$ cat config.mk
export PLATFORM = sky130hd
export DESIGN_NAME = mem_boot_bridge
export DESIGN_NICKNAME = d
export VERILOG_FILES = /design/src/rtl/mem_boot_bridge_pkg.sv /design/src/rtl/mem_boot_bridge_boot_loader_fsm.sv /design/src/rtl/mem_boot_bridge.sv
export SDC_FILE = /design/constraint.sdc
export NUM_CORES = 1
export LEC_CHECK = 0
export ABC_AREA = 1
export BUFFER_PORTS_ARGS = -buffer_cell sky130_fd_sc_hd__clkbuf_2
export CAP_MARGIN = 25
export CELL_PAD_IN_SITES_DETAIL_PLACEMENT = 1
export CELL_PAD_IN_SITES_GLOBAL_PLACEMENT = 1
export CORE_MARGIN = 2
export CORE_UTILIZATION = 41
export CTS_CLUSTER_SIZE = 14
export DETAILED_ROUTE_END_ITERATION = 10
export PLACE_DENSITY = 0.85
export REMOVE_ABC_BUFFERS = 1
export SKIP_CTS_REPAIR_TIMING = 1
export SYNTH_ARGS = -nofsm -noshare
export SYNTH_HDL_FRONTEND = slang
export SYNTH_HIERARCHICAL = 1
export SYNTH_SLANG_ARGS = --single-unit
$ cat constraint.sdc
create_clock -name clk -period 3.7 [get_ports clk]
set_clock_uncertainty 0.05 [all_clocks]
set_input_delay 0.555 -clock clk [delete_from_list [all_inputs] [get_ports clk]]
set_output_delay 0.555 -clock clk [all_outputs]
set_load 0.01 [all_outputs]
$ cat src/rtl/mem_boot_bridge_pkg.sv
// Shared definitions for the memory boot bridge.
// Holds boot FSM state encodings and default bridge parameters.
package mem_boot_bridge_pkg;

    localparam int          DEF_MEM_DEPTH = 256;
    localparam logic [15:0] DEF_IO_ADDR   = 16'hFFFF;

    typedef enum logic [2:0] {
        BS_LEN_HI,
        BS_LEN_LO,
        BS_DATA_HI,
        BS_DATA_LO,
        BS_WRITE,
        BS_RUN,
        BS_ERR
    } boot_state_t;

    // Width of a RAM word address for a given depth (at least 1 bit).
    function automatic int addr_bits(input int depth);
        return (depth <= 2) ? 1 : $clog2(depth);
    endfunction

endpackage

$ cat src/rtl/mem_boot_bridge_boot_loader_fsm.sv
// Boot loader: assembles length/data bytes, writes words into RAM,
// and holds the CPU in reset until the whole program is loaded.
// Ports: i_rx_* byte stream in, o_rx_ready, o_cpu_reset,
//        o_state, o_wr_en/o_wr_addr/o_wr_data (RAM write port).
module boot_loader_fsm
    import mem_boot_bridge_pkg::*;
#(
    parameter int MEM_DEPTH = DEF_MEM_DEPTH
) (
    input  logic        clk,
    input  logic        reset,
    input  logic [7:0]  i_rx_data,
    input  logic        i_rx_valid,
    output logic        o_rx_ready,
    output logic        o_cpu_reset,
    output boot_state_t o_state,
    output logic        o_wr_en,
    output logic [15:0] o_wr_addr,
    output logic [15:0] o_wr_data
);

    localparam int AW = addr_bits(MEM_DEPTH);

    boot_state_t     r_state;
    boot_state_t     w_next;
    logic [7:0]      r_len_hi;
    logic [15:0]     r_len;
    logic [7:0]      r_data_hi;
    logic [15:0]     r_word;
    logic [AW-1:0]   r_load_addr;
    logic [15:0]     r_word_cnt;
    logic            r_cpu_reset;

    logic            w_rx_ready;
    logic            w_xfer;
    logic            w_we;
    logic [15:0]     w_len_rx;
    logic            w_last;

    assign w_xfer   = i_rx_valid & w_rx_ready;
    assign w_len_rx = {r_len_hi, i_rx_data};
    // r_len is at least 1 whenever WRITE is reached.
    assign w_last   = (r_word_cnt == (r_len - 16'd1));

    always_comb begin
        w_next     = r_state;
        w_rx_ready = 1'b0;
        w_we       = 1'b0;
        case (r_state)
            BS_LEN_HI: begin
                w_rx_ready = 1'b1;
                if (w_xfer) w_next = BS_LEN_LO;
            end
            BS_LEN_LO: begin
                w_rx_ready = 1'b1;
                if (w_xfer) begin
                    if (w_len_rx == 16'd0)
                        w_next = BS_RUN;
                    else if (32'(w_len_rx) > 32'(MEM_DEPTH))
                        w_next = BS_ERR;
                    else
                        w_next = BS_DATA_HI;
                end
            end
            BS_DATA_HI: begin
                w_rx_ready = 1'b1;
                if (w_xfer) w_next = BS_DATA_LO;
            end
            BS_DATA_LO: begin
                w_rx_ready = 1'b1;
                if (w_xfer) w_next = BS_WRITE;
            end
            BS_WRITE: begin
                w_we   = 1'b1;
                w_next = w_last ? BS_RUN : BS_DATA_HI;
            end
            BS_RUN:  w_next = BS_RUN;
            BS_ERR:  w_next = BS_ERR;
            default: w_next = BS_LEN_HI;
        endcase
    end

    always_ff @(posedge clk or posedge reset) begin
        if (reset) begin
            r_state     <= BS_LEN_HI;
            r_len_hi    <= '0;
            r_len       <= '0;
            r_data_hi   <= '0;
            r_word      <= '0;
            r_load_addr <= '0;
            r_word_cnt  <= '0;
            r_cpu_reset <= 1'b1;
        end else begin
            r_state <= w_next;
            // Falls on the same edge that enters RUN.
            r_cpu_reset <= (w_next != BS_RUN);
            if (w_xfer && r_state == BS_LEN_HI)
                r_len_hi <= i_rx_data;
            if (w_xfer && r_state == BS_LEN_LO)
                r_len <= w_len_rx;
            if (w_xfer && r_state == BS_DATA_HI)
                r_data_hi <= i_rx_data;
            if (w_xfer && r_state == BS_DATA_LO)
                r_word <= {r_data_hi, i_rx_data};
            if (r_state == BS_WRITE) begin
                r_load_addr <= r_load_addr + 1'b1;
                r_word_cnt  <= r_word_cnt + 16'd1;
            end
        end
    end

    assign o_rx_ready  = w_rx_ready;
    assign o_cpu_reset = r_cpu_reset;
    assign o_state     = r_state;
    assign o_wr_en     = w_we;
    assign o_wr_addr   = 16'(r_load_addr);
    assign o_wr_data   = r_word;

endmodule

$ cat src/rtl/mem_boot_bridge.sv
// Bridge between the CPU memory port and a sync-write RAM: boots RAM
// from a byte stream, then passes CPU accesses through with one MMIO reg.
// Ports: clk/reset, rx_* boot stream, cpu_* CPU side, ram_* RAM side,
//        io_out MMIO register, boot_done/boot_err status.
module mem_boot_bridge
    import mem_boot_bridge_pkg::*;
#(
    parameter int          MEM_DEPTH = DEF_MEM_DEPTH,
    parameter logic [15:0] IO_ADDR   = DEF_IO_ADDR
) (
    input  logic        clk,
    input  logic        reset,
    input  logic [7:0]  rx_data,
    input  logic        rx_valid,
    output logic        rx_ready,
    output logic        cpu_reset,
    input  logic [15:0] cpu_addr,
    input  logic [15:0] cpu_dout,
    input  logic        cpu_mw_en,
    output logic [15:0] cpu_din,
    output logic [15:0] ram_addr,
    output logic [15:0] ram_wdata,
    output logic        ram_we,
    input  logic [15:0] ram_rdata,
    output logic [15:0] io_out,
    output logic        boot_done,
    output logic        boot_err
);

    boot_state_t w_state;
    logic        w_wr_en;
    logic [15:0] w_wr_addr;
    logic [15:0] w_wr_data;
    logic        w_run;
    logic        w_io_hit;
    logic [15:0] r_io_out;

    boot_loader_fsm #(
        .MEM_DEPTH (MEM_DEPTH)
    ) u_boot (
        .clk         (clk),
        .reset       (reset),
        .i_rx_data   (rx_data),
        .i_rx_valid  (rx_valid),
        .o_rx_ready  (rx_ready),
        .o_cpu_reset (cpu_reset),
        .o_state     (w_state),
        .o_wr_en     (w_wr_en),
        .o_wr_addr   (w_wr_addr),
        .o_wr_data   (w_wr_data)
    );

    assign w_run    = (w_state == BS_RUN);
    assign w_io_hit = (cpu_addr == IO_ADDR);

    // CPU side is ignored entirely until boot completes.
    always_comb begin
        ram_addr  = w_wr_addr;
        ram_wdata = w_wr_data;
        ram_we    = w_wr_en;
        cpu_din   = 16'h0000;
        if (w_run) begin
            ram_addr  = cpu_addr;
            ram_wdata = cpu_dout;
            ram_we    = cpu_mw_en & ~w_io_hit;
            cpu_din   = w_io_hit ? r_io_out : ram_rdata;
        end
    end

    always_ff @(posedge clk or posedge reset) begin
        if (reset)
            r_io_out <= 16'h0000;
        else if (w_run && cpu_mw_en && w_io_hit)
            r_io_out <= cpu_dout;
    end

    assign io_out    = r_io_out;
    assign boot_done = w_run;
    assign boot_err  = (w_state == BS_ERR);

endmodule

==> summary.txt <==
STA
  – Final hold viol count: 0
  – Period utilization: a little under three quarters
  – WHS: ~0.23 ns
  – Worst Max-Slew Pin Slew: ~0.86 ns
  – TNS Setup: 0 ns
  – Slew Limit Fails: 0
  – Peak Freq: about 0.38 GHz
  – Unrepaired setup endpoints after global routing: false
  – Max transition margin: a little over two fifths
  – Final setup vio count: 0
  – Min cycle time layout: around 2.6 ns

Clock tree
  – Clock root buffer master: clkbuf_16
  – TritonCTS Buffers: 9
  – CTS tree: done
  – CTS Buffer Depth: 2
  – Clk slew on worst S/H paths: ~0.070 ns
  – H-tree levels: 3
  – CTS Sinks: 92
  – Worst-Skew Late Latency: 0.35 ns

Pwr
  – Worst ir drop on vdd: between 200 and 250 µV
  – Pint: roughly 2.5 mW
  – Sequential power share: ~37%
  – Pleak: between 3 and 4 nW
  – Pwr dens: between 600 and 700 nW/µm²
  – Total power: roughly 4.4 mW
  – Combinational Power Share: 40.2%
  – Clk pwr share: 22.6%
  – Sw power: approximately 1.9 mW
  – Switching share of power: a little over two fifths

Yosys
  – Syn Inst Count: approximately 750
  – Flops & latches, synth: 92
  – Synth area leaders: dfrtp_1 42%, nand2_1 20%, nor2_1 5.3%
  – Synth top area share: around 42%
  – Synthesized area: ~5400 µm²
  – Synth cell types: 33
  – Post-synthesis sequential area ratio: a little over two fifths
  – Avg Inst Size Synth: slightly above 7 µm²
  – Yosys warns: 6
  – Area leader, netlist: dfrtp_1

Placed design
  – HPWL after DPL: 11900 µm
  – DP Area: 6100 µm²
  – IO Port Bufs: 128
  – Placed cells: between 1000 and 1500
  – GPL Wtd Cong: 0.879

Critical path
  – Type of origin of the critical path: input pin
  – Critical path's top delay family: simple AND/OR/NAND/NOR gates
  – Critical path, cell by cell: clkbuf_2 -> nand2_1 -> nor2_1 -> nand2_1 -> nor2_4 -> nor2_1 -> nor2_1 -> clkbuf_2
  – Worst Path Max Fanout: 33
  – Crit Path Class: in2out
  – Most used cell, CP: nor2_1
  – Slowest cell on the critical path: nor2_4
  – Arrival time worst endpoint: roughly 2.0 ns
  – Critical Path Max Stage Delay: roughly 0.63 ns
  – CP Buf/Inv Count: 2
  – Worst setup EP type: primary output
  – Critical path required time: roughly 3 ns

Detailed routing
  – Initial drt markers: 168
  – First-pass iteration count of the detailed router: 4
  – Residual DRC: 0
  – Antenna Nets Post-Route: 0
  – Total routed wirelength: about 16000 µm
  – Routed vias/inst: between 4 and 5
  – DR vias: approximately 5100
  – Wire per inst: approximately 15 µm

Global routing
  – GRT Total Usage: between 20% and 30%
  – Initial antenna violation count: 0
  – First-pass GRT wire length: about 27000 µm
  – Largest net degree at the start of global routing: 50
  – Vias in the first global route: 5484
  – Grt ovf: 0

Die
  – IO Pins: between 100 and 150
  – Die Y: between 100 and 150 µm
  – Die W: ~120 µm
  – Cell row count: 41
  – Core ar.: approximately 13000 µm²
  – Full die area: between 10000 and 15000 µm²
  – Initial Utilization: between 40% and 50%

Finish
  – Non-filler cells, final: between 1000 and 1500
  – Nets: 927
  – Fraction of layout cells with a size suffix above 1: 21.1%
  – Finished Cell Area: 6420 µm²
  – Diodes inserted: 0
  – Area Growth Syn to Fin: 19.4%

Run
  – Max cap viols: 0

Status
  – Status: finished, final reports clean

Min path
  – Tightest Hold Check Type: in2async
-- final cells by class --
type / count / area, µm²
Fill cell: 1721 / 6300
Multi-Input combinational cell: 554 / 2630
Sequential cell: 92 / 2300
Timing Repair Buffer: 130 / 668
Inverter: 77 / 289
Clock buffer: 9 / 225
Tap cell: 172 / 215
Clock inverter: 7 / 93.8
-- cells by family (layout without fill, tap and decap cells) --
group	Yosys count	after routing	share of synthesized area, %
AND/OR/NAND/NOR	448	448	35.5
buffers and inverters	108	223	8.80
flip-flops	92	92	42.9
AO/OA/AOI/OAI	56	56	5.40
XOR/XNOR	31	31	5.05
multiplexers	8	8	1.68
adder cells (fa/ha/maj)	3	3	0.698
other	1	8	0.0698
-- path summary, 6_finish.rpt --
check | from | to | slack [ns] | depth (start not counted)
min in group clk | cpu_dout[2] | io_out[2]$_DFFE_PP0P_ | 0.41 | 3
max in group asynchronous | reset | u_boot/o_cpu_reset$_DFF_PP1_ | 2.51 | 3
worst max register to register | u_boot/r_len[0]$_DFFE_PP0P_ | u_boot/o_cpu_reset$_DFF_PP1_ | 1.35 | 13
worst max-delay path | cpu_addr[4] | cpu_din[13] | 1.06 | 8
worst min register to register | u_boot/r_data_hi[7]$_DFFE_PP0P_ | u_boot/r_data_hi[7]$_DFFE_PP0P_ | 0.43 | 2
worst min-delay path | reset | io_out[2]$_DFFE_PP0P_ | 0.23 | 2
-- synth_stat cells (all sizes together) --
master / instances
a21o: 2
a21oi: 4
buf: 19
clkbuf: 12
conb: 1
dfrtp: 91
dfstp: 1
ha: 3
inv: 77
mux2: 8
nand2: 299
nand3: 48
nand3b: 2
nand4: 5
nor2: 91
nor3: 3
o21ai: 48
o21bai: 1
o31ai: 1
xnor2: 13
xor2: 18
-- power groups by stage --
stage	sequential, mW	clock, mW	combinational [mW]
2_1_floorplan	1.54	0	1.20
3_3_place_gp	1.61	0	1.65
3_5_place_dp	1.63	0	1.74
4_1_cts	1.62	1.01	1.77
5_1_grt	1.67	1.04	2.00
6_report	1.62	0.984	1.75
-- routing by layer --
layer  vias up  track usage, %  routed length, µm
met5         -               0                  0
met4         0            7.66                275
met3        23            3.72                658
met2       125            41.6               7810
met1      2431            28.6               6850
li1       2520               -                  -
-- cell usage in the layout, fill, tap and decap left out, drive strengths merged, types with 2 or more instances in the layout --
cell,count
mux2,8
buf,2
ha,3
inv,80
clkbuf,137
nor2,91
a21oi,4
xor2,18
nand4,5
nand3,48
nand2,299
o21ai,48
conb,8
clkinv,2
xnor2,13
nor3,3
a21o,2
nand3b,2
dfrtp,91
-- flip-flops by register name, summed over array words and instances, names as in the netlist --
signal and flops:
u_boot/r_len 16, u_boot/r_word_cnt 16, u_boot/r_len_hi 8, u_boot/o_wr_data 16, io_out 16, u_boot/r_data_hi 8
u_boot/o_cpu_reset 1, u_boot/r_load_addr 8, u_boot/o_state 3
-- through the flow --
stage | util, % | setup slack, ns
floorplan | - | 1.06
global placement | 48.0 | 1.18
detailed placement | 48.0 | 1.06
CTS | 50.5 | 1.08
global route | 50.5 | 0.890
finish | 50.5 | 1.06
Note: power is estimated with default switching activity, not from simulation.
